===== config.mk =====
export PLATFORM = sky130hd
export DESIGN_NAME = mac_array_acc
export DESIGN_NICKNAME = d
export VERILOG_FILES = /design/src/rtl/mac_array_acc_pkg.sv /design/src/rtl/mac_lane.sv /design/src/rtl/mac_array_acc.sv
export SDC_FILE = /design/constraint.sdc
export NUM_CORES = 1
export LEC_CHECK = 0
export CORE_MARGIN = 1.5
export CORE_UTILIZATION = 32
export CTS_CLUSTER_DIAMETER = 80
export DETAILED_ROUTE_END_ITERATION = 16
export PLACE_DENSITY = 0.46
export SETUP_SLACK_MARGIN = 0.2
export SYNTH_ARGS = -nofsm -noshare
export SYNTH_HDL_FRONTEND = slang
export SYNTH_HIERARCHICAL = 1
export SYNTH_SLANG_ARGS = --single-unit

===== constraint.sdc =====
create_clock -name clk -period 4.5 [get_ports clk]
set_input_delay 0.9 -clock clk [delete_from_list [all_inputs] [get_ports clk]]
set_output_delay 0.9 -clock clk [all_outputs]
set_load 0.02 [all_outputs]

===== src/rtl/mac_array_acc_pkg.sv =====
// Shared widths, saturation bounds and beat-control payload for the MAC array accumulator.
package mac_array_acc_pkg;

  localparam int unsigned BW_DEF      = 4;
  localparam int unsigned COL_DEF     = 8;
  localparam int unsigned PSUM_BW_DEF = 16;

  localparam int unsigned PROD_BW = 2 * BW_DEF + 1;
  localparam int unsigned TREE_BW = PROD_BW + $clog2(COL_DEF);

  localparam logic [PSUM_BW_DEF-1:0] SAT_MAX = {1'b0, {(PSUM_BW_DEF-1){1'b1}}};
  localparam logic [PSUM_BW_DEF-1:0] SAT_MIN = {1'b1, {(PSUM_BW_DEF-1){1'b0}}};

  typedef struct packed {
    logic valid;
    logic first;
    logic last;
  } beat_ctrl_t;

  function automatic int unsigned prod_bw_f(int unsigned b);
    return 2 * b + 1;
  endfunction

  function automatic int unsigned tree_bw_f(int unsigned b, int unsigned c);
    return prod_bw_f(b) + $clog2(c);
  endfunction

endpackage


===== src/rtl/mac_lane.sv =====
// One lane multiplier: unsigned or signed activation times signed weight.
module mac_lane
  import mac_array_acc_pkg::*;
#(
  parameter int unsigned bw = BW_DEF
) (
  input  logic                           mode,
  input  logic        [bw-1:0]           x,
  input  logic        [bw-1:0]           w,
  output logic signed [prod_bw_f(bw)-1:0] prod_c
);

  localparam int unsigned P_W = prod_bw_f(bw);

  logic signed [P_W-1:0] xe;
  logic signed [P_W-1:0] we;

  always_comb begin
    if (mode) begin
      xe = P_W'($signed(x));
    end else begin
      xe = P_W'(x);
    end
    we     = P_W'($signed(w));
    prod_c = xe * we;
  end

endmodule


===== src/rtl/mac_array_acc.sv =====
// Pipelined col-lane MAC: products, registered adder tree, then per-vector accumulate with optional clamp.
module mac_array_acc
  import mac_array_acc_pkg::*;
#(
  parameter int unsigned bw      = BW_DEF,
  parameter int unsigned psum_bw = PSUM_BW_DEF,
  parameter int unsigned col     = COL_DEF,
  parameter bit          sat     = 1'b1
) (
  input  logic                clk,
  input  logic                reset_n,
  input  logic                in_valid,
  input  logic                first,
  input  logic                last,
  input  logic                mode,
  input  logic [col*bw-1:0]   x,
  input  logic [col*bw-1:0]   w,
  input  logic [psum_bw-1:0]  psum_in,
  output logic [psum_bw-1:0]  out,
  output logic                out_valid,
  output logic                ovf
);

  localparam int unsigned P_W  = prod_bw_f(bw);
  localparam int unsigned T_W  = tree_bw_f(bw, col);
  localparam int unsigned LVLS = $clog2(col);
  localparam int unsigned A_W  = psum_bw + 1;

  localparam logic [psum_bw-1:0] MAX_V = {1'b0, {(psum_bw-1){1'b1}}};
  localparam logic [psum_bw-1:0] MIN_V = {1'b1, {(psum_bw-1){1'b0}}};

  // Stage P: lane products with flags and seed alongside
  logic signed [P_W-1:0]     prod_c [col];
  logic signed [P_W-1:0]     prod_q [col];
  beat_ctrl_t                ctrl_p;
  logic signed [psum_bw-1:0] seed_p;

  for (genvar i = 0; i < col; i++) begin : g_lane
    mac_lane #(.bw(bw)) u_lane (
      .mode   (mode),
      .x      (x[i*bw +: bw]),
      .w      (w[i*bw +: bw]),
      .prod_c (prod_c[i])
    );
  end

  always_ff @(posedge clk or negedge reset_n) begin
    if (!reset_n) begin
      ctrl_p <= '0;
      seed_p <= '0;
      for (int i = 0; i < col; i++) prod_q[i] <= '0;
    end else begin
      ctrl_p <= '{valid: in_valid, first: in_valid & first, last: in_valid & last};
      seed_p <= psum_in;
      for (int i = 0; i < col; i++) prod_q[i] <= prod_c[i];
    end
  end

  // Stage T: level l holds 2^l nodes; level LVLS is the sign-extended products
  for (genvar l = 0; l <= LVLS; l++) begin : g_lvl
    logic signed [T_W-1:0] nd [1<<l];
    if (l == LVLS) begin : g_leaf
      for (genvar j = 0; j < (1 << l); j++) begin : g_n
        assign nd[j] = T_W'(prod_q[j]);
      end
    end else begin : g_add
      for (genvar j = 0; j < (1 << l); j++) begin : g_n
        assign nd[j] = g_lvl[l+1].nd[2*j] + g_lvl[l+1].nd[2*j+1];
      end
    end
  end

  logic signed [T_W-1:0]     tree_q;
  beat_ctrl_t                ctrl_t;
  logic signed [psum_bw-1:0] seed_t;

  always_ff @(posedge clk or negedge reset_n) begin
    if (!reset_n) begin
      tree_q <= '0;
      ctrl_t <= '0;
      seed_t <= '0;
    end else begin
      tree_q <= g_lvl[0].nd[0];
      ctrl_t <= ctrl_p;
      seed_t <= seed_p;
    end
  end

  // Stage A: one guard bit exposes overflow of the accumulate step
  logic signed [psum_bw-1:0] acc_q;
  logic                      sticky_q;
  logic signed [A_W-1:0]     base_c;
  logic signed [A_W-1:0]     sum_c;
  logic signed [A_W-1:0]     res_c;
  logic                      ovf_c;
  logic                      sticky_c;
  logic signed [psum_bw-1:0] acc_c;

  always_comb begin
    base_c   = ctrl_t.first ? A_W'(seed_t) : A_W'(acc_q);
    sum_c    = A_W'(tree_q);
    res_c    = base_c + sum_c;
    ovf_c    = res_c[A_W-1] ^ res_c[A_W-2];
    acc_c    = res_c[psum_bw-1:0];
    if (ovf_c && sat) begin
      acc_c = res_c[A_W-1] ? MIN_V : MAX_V;
    end
    sticky_c = (ctrl_t.first ? 1'b0 : sticky_q) | ovf_c;
  end

  always_ff @(posedge clk or negedge reset_n) begin
    if (!reset_n) begin
      acc_q     <= '0;
      sticky_q  <= 1'b0;
      out       <= '0;
      ovf       <= 1'b0;
      out_valid <= 1'b0;
    end else begin
      out_valid <= 1'b0;
      if (ctrl_t.valid) begin
        acc_q    <= acc_c;
        sticky_q <= sticky_c;
        if (ctrl_t.last) begin
          out       <= acc_c;
          ovf       <= sticky_c;
          out_valid <= 1'b1;
        end
      end
    end
  end

endmodule


======== Yosys cells after proc, flatten, opt, wreduce, memory -nomap -nowiden ========
Cells that the tools add are included.
operators by class
  add/sub/neg operators ................... 8
  multiply operators ...................... 8
  reductions and logical operators ........ 1
  muxes and demuxes ....................... 14
  bitwise operators ....................... 4
operators with widths
  operator                                     number
  9-bit by 4-bit multiplier with 9-bit output  8
  9-bit 2-to-1 mux                             8
  9-bit by 9-bit adder with 10-bit output      4
  12-bit adder                                 3
  16-bit 2-to-1 mux                            2
  17-bit by 12-bit adder with 17-bit output    1
  17-bit 2-to-1 mux                            1
  1-bit 2-to-1 mux                             3
  1-bit AND                                    2
  2-bit AND reduction                          1
  1-bit bitwise OR                             1
  1-bit XOR                                    1
storage, ports and cells
  output and inout port bits .............. 18
  input bits .............................. 86
  logic and storage cells ................. 57
  register bits after elaboration ......... 157

======== Logic depth before layout (Yosys ltp) ========
  depth after elaboration ................. 4
  mapped depth ............................ 19
  mapped depth without buffers ............ 19

======== Cells and area by module ========
Netlist, hierarchy kept.
modules (own cells, without submodules)
  module                            instances  cells each  area each (um^2)
  mac_array_acc                     1          660         7793.7
  mac_lane at g_lane[0].u_lane ...  6          72          669.4
  mac_lane at g_lane[1].u_lane ...  2          72          664.4

======== Least setup slack after synthesis ========
Ideal clock, no wire load.
  path kind ............................... reg2reg
  from .................................... register prod_q (netlist bit g_lvl[3].nd[1])
  to ...................................... register tree_q[11]
  slack ................................... 0.377 ns
  cell stages (with the launch flop) ...... 16
  arrival time ............................ 3.991 ns
  data required time ...................... 4.368 ns
  clock period less this slack ............ 4.123 ns
  path through ............................ dfrtp_1 ha_1 a21o_1 a21oi_1 o21bai_1 a21oi_1 o21ai_0 a2111oi_0 a21oi_1 fa_1 inv_1 fa_1 ha_1 or4_1 o311ai_0 nor3_1
RTL lines
  what                  line                 RTL
  start, declared       mac_array_acc.sv:34  logic signed [P_W-1:0] prod_q [col];
  end signal, assigned  mac_array_acc.sv:83  tree_q <= g_lvl[0].nd[0];
  end, declared         mac_array_acc.sv:73  logic signed [T_W-1:0] tree_q;

==> run_results.csv <==
group,metric,value,unit
status,status,"complete, no violations",
setup_path,max_stage_delay,0.54,ns
clocking,tritoncts,"done",
setup_path,crit_type,"reg -> reg",
timing,fin_worst_skew,0.0121,ns
global_routing,overflow,0,
synthesis,syn_area,0.0131,sq mm
synthesis,syn_area_per_cell,10.6,sq um
global_routing,use_met3,1.98,%
floorplanning,fp.dieW,206,um
clocking,cts_htree_levels,4,
synthesis,synth_top_cell_by_area,"dfrtp_1",
timing,period_minus_slack,4.08,ns
synthesis,syn_nets,1611,
drt,ant_nets,0,
setup_path,crit_start,"g_lvl[3].nd[25]",
synthesis,ys_seq_area_share,29.9,%
timing,tightest_slew,0.916,ns
synthesis,netlist_instances,1236,
global_routing,grt_pass1_wl,43.2,mm
setup_path,critPathRequiredTime,4.80,ns
clocking,clock_latency,0.43,ns
layout,antennaDiodeCount,0,
synthesis,synth_simple_gate_area_share,9.88,%
synthesis,synth-main-ff-cell,"dfrtp_1",
job,drv_cap,0,
synthesis,synth_fa_ha_area_share,34.6,%
synthesis,synth_xor_xnor_area_share,7.33,%
synthesis,synth-seq-cells,157,
drt,drcViolationCount,0,
clocking,clock_path_buffers,2,
placed_design,dp_hpwl,20.9,mm
drt,dr_total_vias,8585,
setup_path,cp-start-kind,"flip-flop",
global_routing,top_usage_layer,"met2",
synthesis,synthTopCellsByCount,"ha_1 (175), inv_1 (158), dfrtp_1 (157)",
timing,hold_viol,0,
drt,routedWlPerCell,13.6,um
floorplanning,dieArea,0.0423,sq mm
clocking,clk_pin_slew_worst_paths,0.07,ns
placed_design,gp_congestion,0.782,
global_routing,grt_pass1_vias,8793,
floorplanning,core_area,0.0406,sq mm
layout,drive_gt1_share,9.77,%
synthesis,synth_top_area_share,29.9,%
setup_path,cp_cell_sequence,"ha_1 -> a21o_1 -> a21oi_2 -> o21bai_1 -> a21oi_2 -> o21ai_1 -> a2111oi_2 -> a21oi_2 -> fa_1 -> inv_1 -> fa_1 -> ha_4 -> or4_1 -> o311ai_0 -> nor3_2",
floorplanning,rows,74,
synthesis,synth.most_common_cell,"ha_1",
drt,via_per_inst,4.51,
global_routing,grt_start_max_net_pins,101,
timing,slew_violations,0,
setup_path,cpMaxStageDelayCell,"fa_1",
global_routing,use_met2,21.1,%
synthesis,yosys_warnings,6,
layout,nets,1734,
worst_hold_path,min_from,"seed_p[8]",
setup_path,cp.arrival,4.38,ns
clocking,root_buffer,"clkbuf_16",
layout,area_growth,19.4,%
synthesis,synth-compound-area-share,11.1,%
global_routing,use_met1,17.7,%
timing,rsz0062_at_grt,"true",
placed_design,port-buffer-count,103,
timing,setup_viol_count_final,0,
floorplanning,initial_core_util,32.3,%
clocking,cts_buffers,17,
timing,setup_tns,0,ns
synthesis,synth_edf_count,0,
timing,relSlewSlack,39.0,%
timing,max_freq,245,MHz
floorplanning,ios,104,
synthesis,muxShareOfSynthArea,2.06,%
drt,drtIter0Drc,285,
worst_hold_path,hold_path.class,"reg -> reg",
synthesis,synth_area_leaders,"dfrtp_1 (30%), fa_1 (17%), ha_1 (17%)",
global_routing,grt_util_all_layers,12.8,%
drt,drt_pass1_iterations,4,
setup_path,worst-path-max-fanout,4,
setup_path,critPathMostFrequentCell,"a21oi_2",
global_routing,antenna_found_initial,0,
synthesis,synth_cell_type_count,61,
setup_path,reg2reg_from,"g_lvl[3].nd[25]",
timing,finalCritPeriodShare,90.6,%
floorplanning,die_y,206,um
synthesis,postSynth.asyncResetShare,100,%
clocking,clkSinkCount,157,
drt,wirelength,25.8,mm
synthesis,synth_top_family_by_area,"adder cells",
setup_path,end_kind,"flip-flop",
[cell families (layout without fill, tap and decap cells)]
logic type,after synthesis,in the layout
buffers and inverters,172,308
xor gates and xnor gates,110,110
AOI/OAI and AO/OA,223,223
adders and majority gates,296,296
muxes,24,24
and+or+nand+nor,254,254
DFF,157,157
[cell usage in the layout, fill, tap and decap left out, drive strengths merged, types with 41 or more instances in the layout]
master	netlist	layout
dfrtp	157	157
a21oi	72	72
clkdlybuf4s50	0	102
o21ai	41	41
and2	61	61
inv	159	165
fa	114	114
xnor2	91	91
nand2	85	85
ha	175	175
[per-stage QoR]
stage	setup WS, ns	util (%)	hold WS [ns]	instance area, sq um	std cells
after CTS	0.205	38.1	0.343	15500	1903
final	0.422	38.6	0.347	15700	1904
after global routing	0.180	38.6	0.351	15700	1904
after detailed placement	0.116	36.6	0.335	14900	1871
after floorplan	0.377	-	0.331	13100	1236
after global placement	0.104	36.6	0.333	14900	1871
[registers in the layout (all words and copies together) (netlist names)]
signal     count
ctrl_t         3
acc_q         16
g_lvl.nd      72
ovf            1
seed_p        16
seed_t        16
tree_q        12
out_valid      1
ctrl_p         3
sticky_q       1
out           16
[worst max-delay path, delay by kind of cell (launching register included)]
kind	cells	cell delay (ns)
fa+ha+maj	4	1.58
buf+inv	1	0.08
compound gates	8	1.36
simple gates	2	0.56
flops	1	0.38
[final timing paths]
check | endpoint | slack, ns | cells after the start
max | tree_q[11] | 0.42 | 15
min in group asynchronous | acc_q[6] | 0.55 | 1
min | seed_t[8] | 0.35 | 0
max in group asynchronous | seed_t[7] | 3.14 | 2
min reg2reg | seed_t[8] | 0.35 | 0
max reg2reg | tree_q[11] | 0.42 | 15
[what timing repair did]
item / CTS / global route
hold buffers: 0 / 0
setup endpoints to repair: 1 / 4
endpoints found under the hold margin: 0 / 0
cloned: 0 / 0
gates resized for setup: 4 / 52
setup buffers: 0 / 1
pin swaps: 5 / 22
[routing by layer]
| layer | share of wire, % | vias up | routed length, um |
|---|---|---|---|
| met1 | 49 | 4124 | 12700 |
| met5 | 0 | - | 0 |
| li1 | - | 4371 | - |
| met3 | 2.2 | 13 | 578 |
| met4 | 0.76 | 0 | 197 |
| met2 | 48 | 77 | 12400 |
[final cells by class]
cell class                      count  area, sq um
Fill cell                        4070        25000
Multi-Input combinational cell    907         8740
Sequential cell                   157         3930
Tap cell                          532          666
Inverter                          161          604
Timing Repair Buffer              115         1160
Clock buffer                       17          425
Clock inverter                     15          155
Power is left out: the tool's default activity adds up to more than one toggle a clock period on the data nets, which glitch-free logic cannot reach.
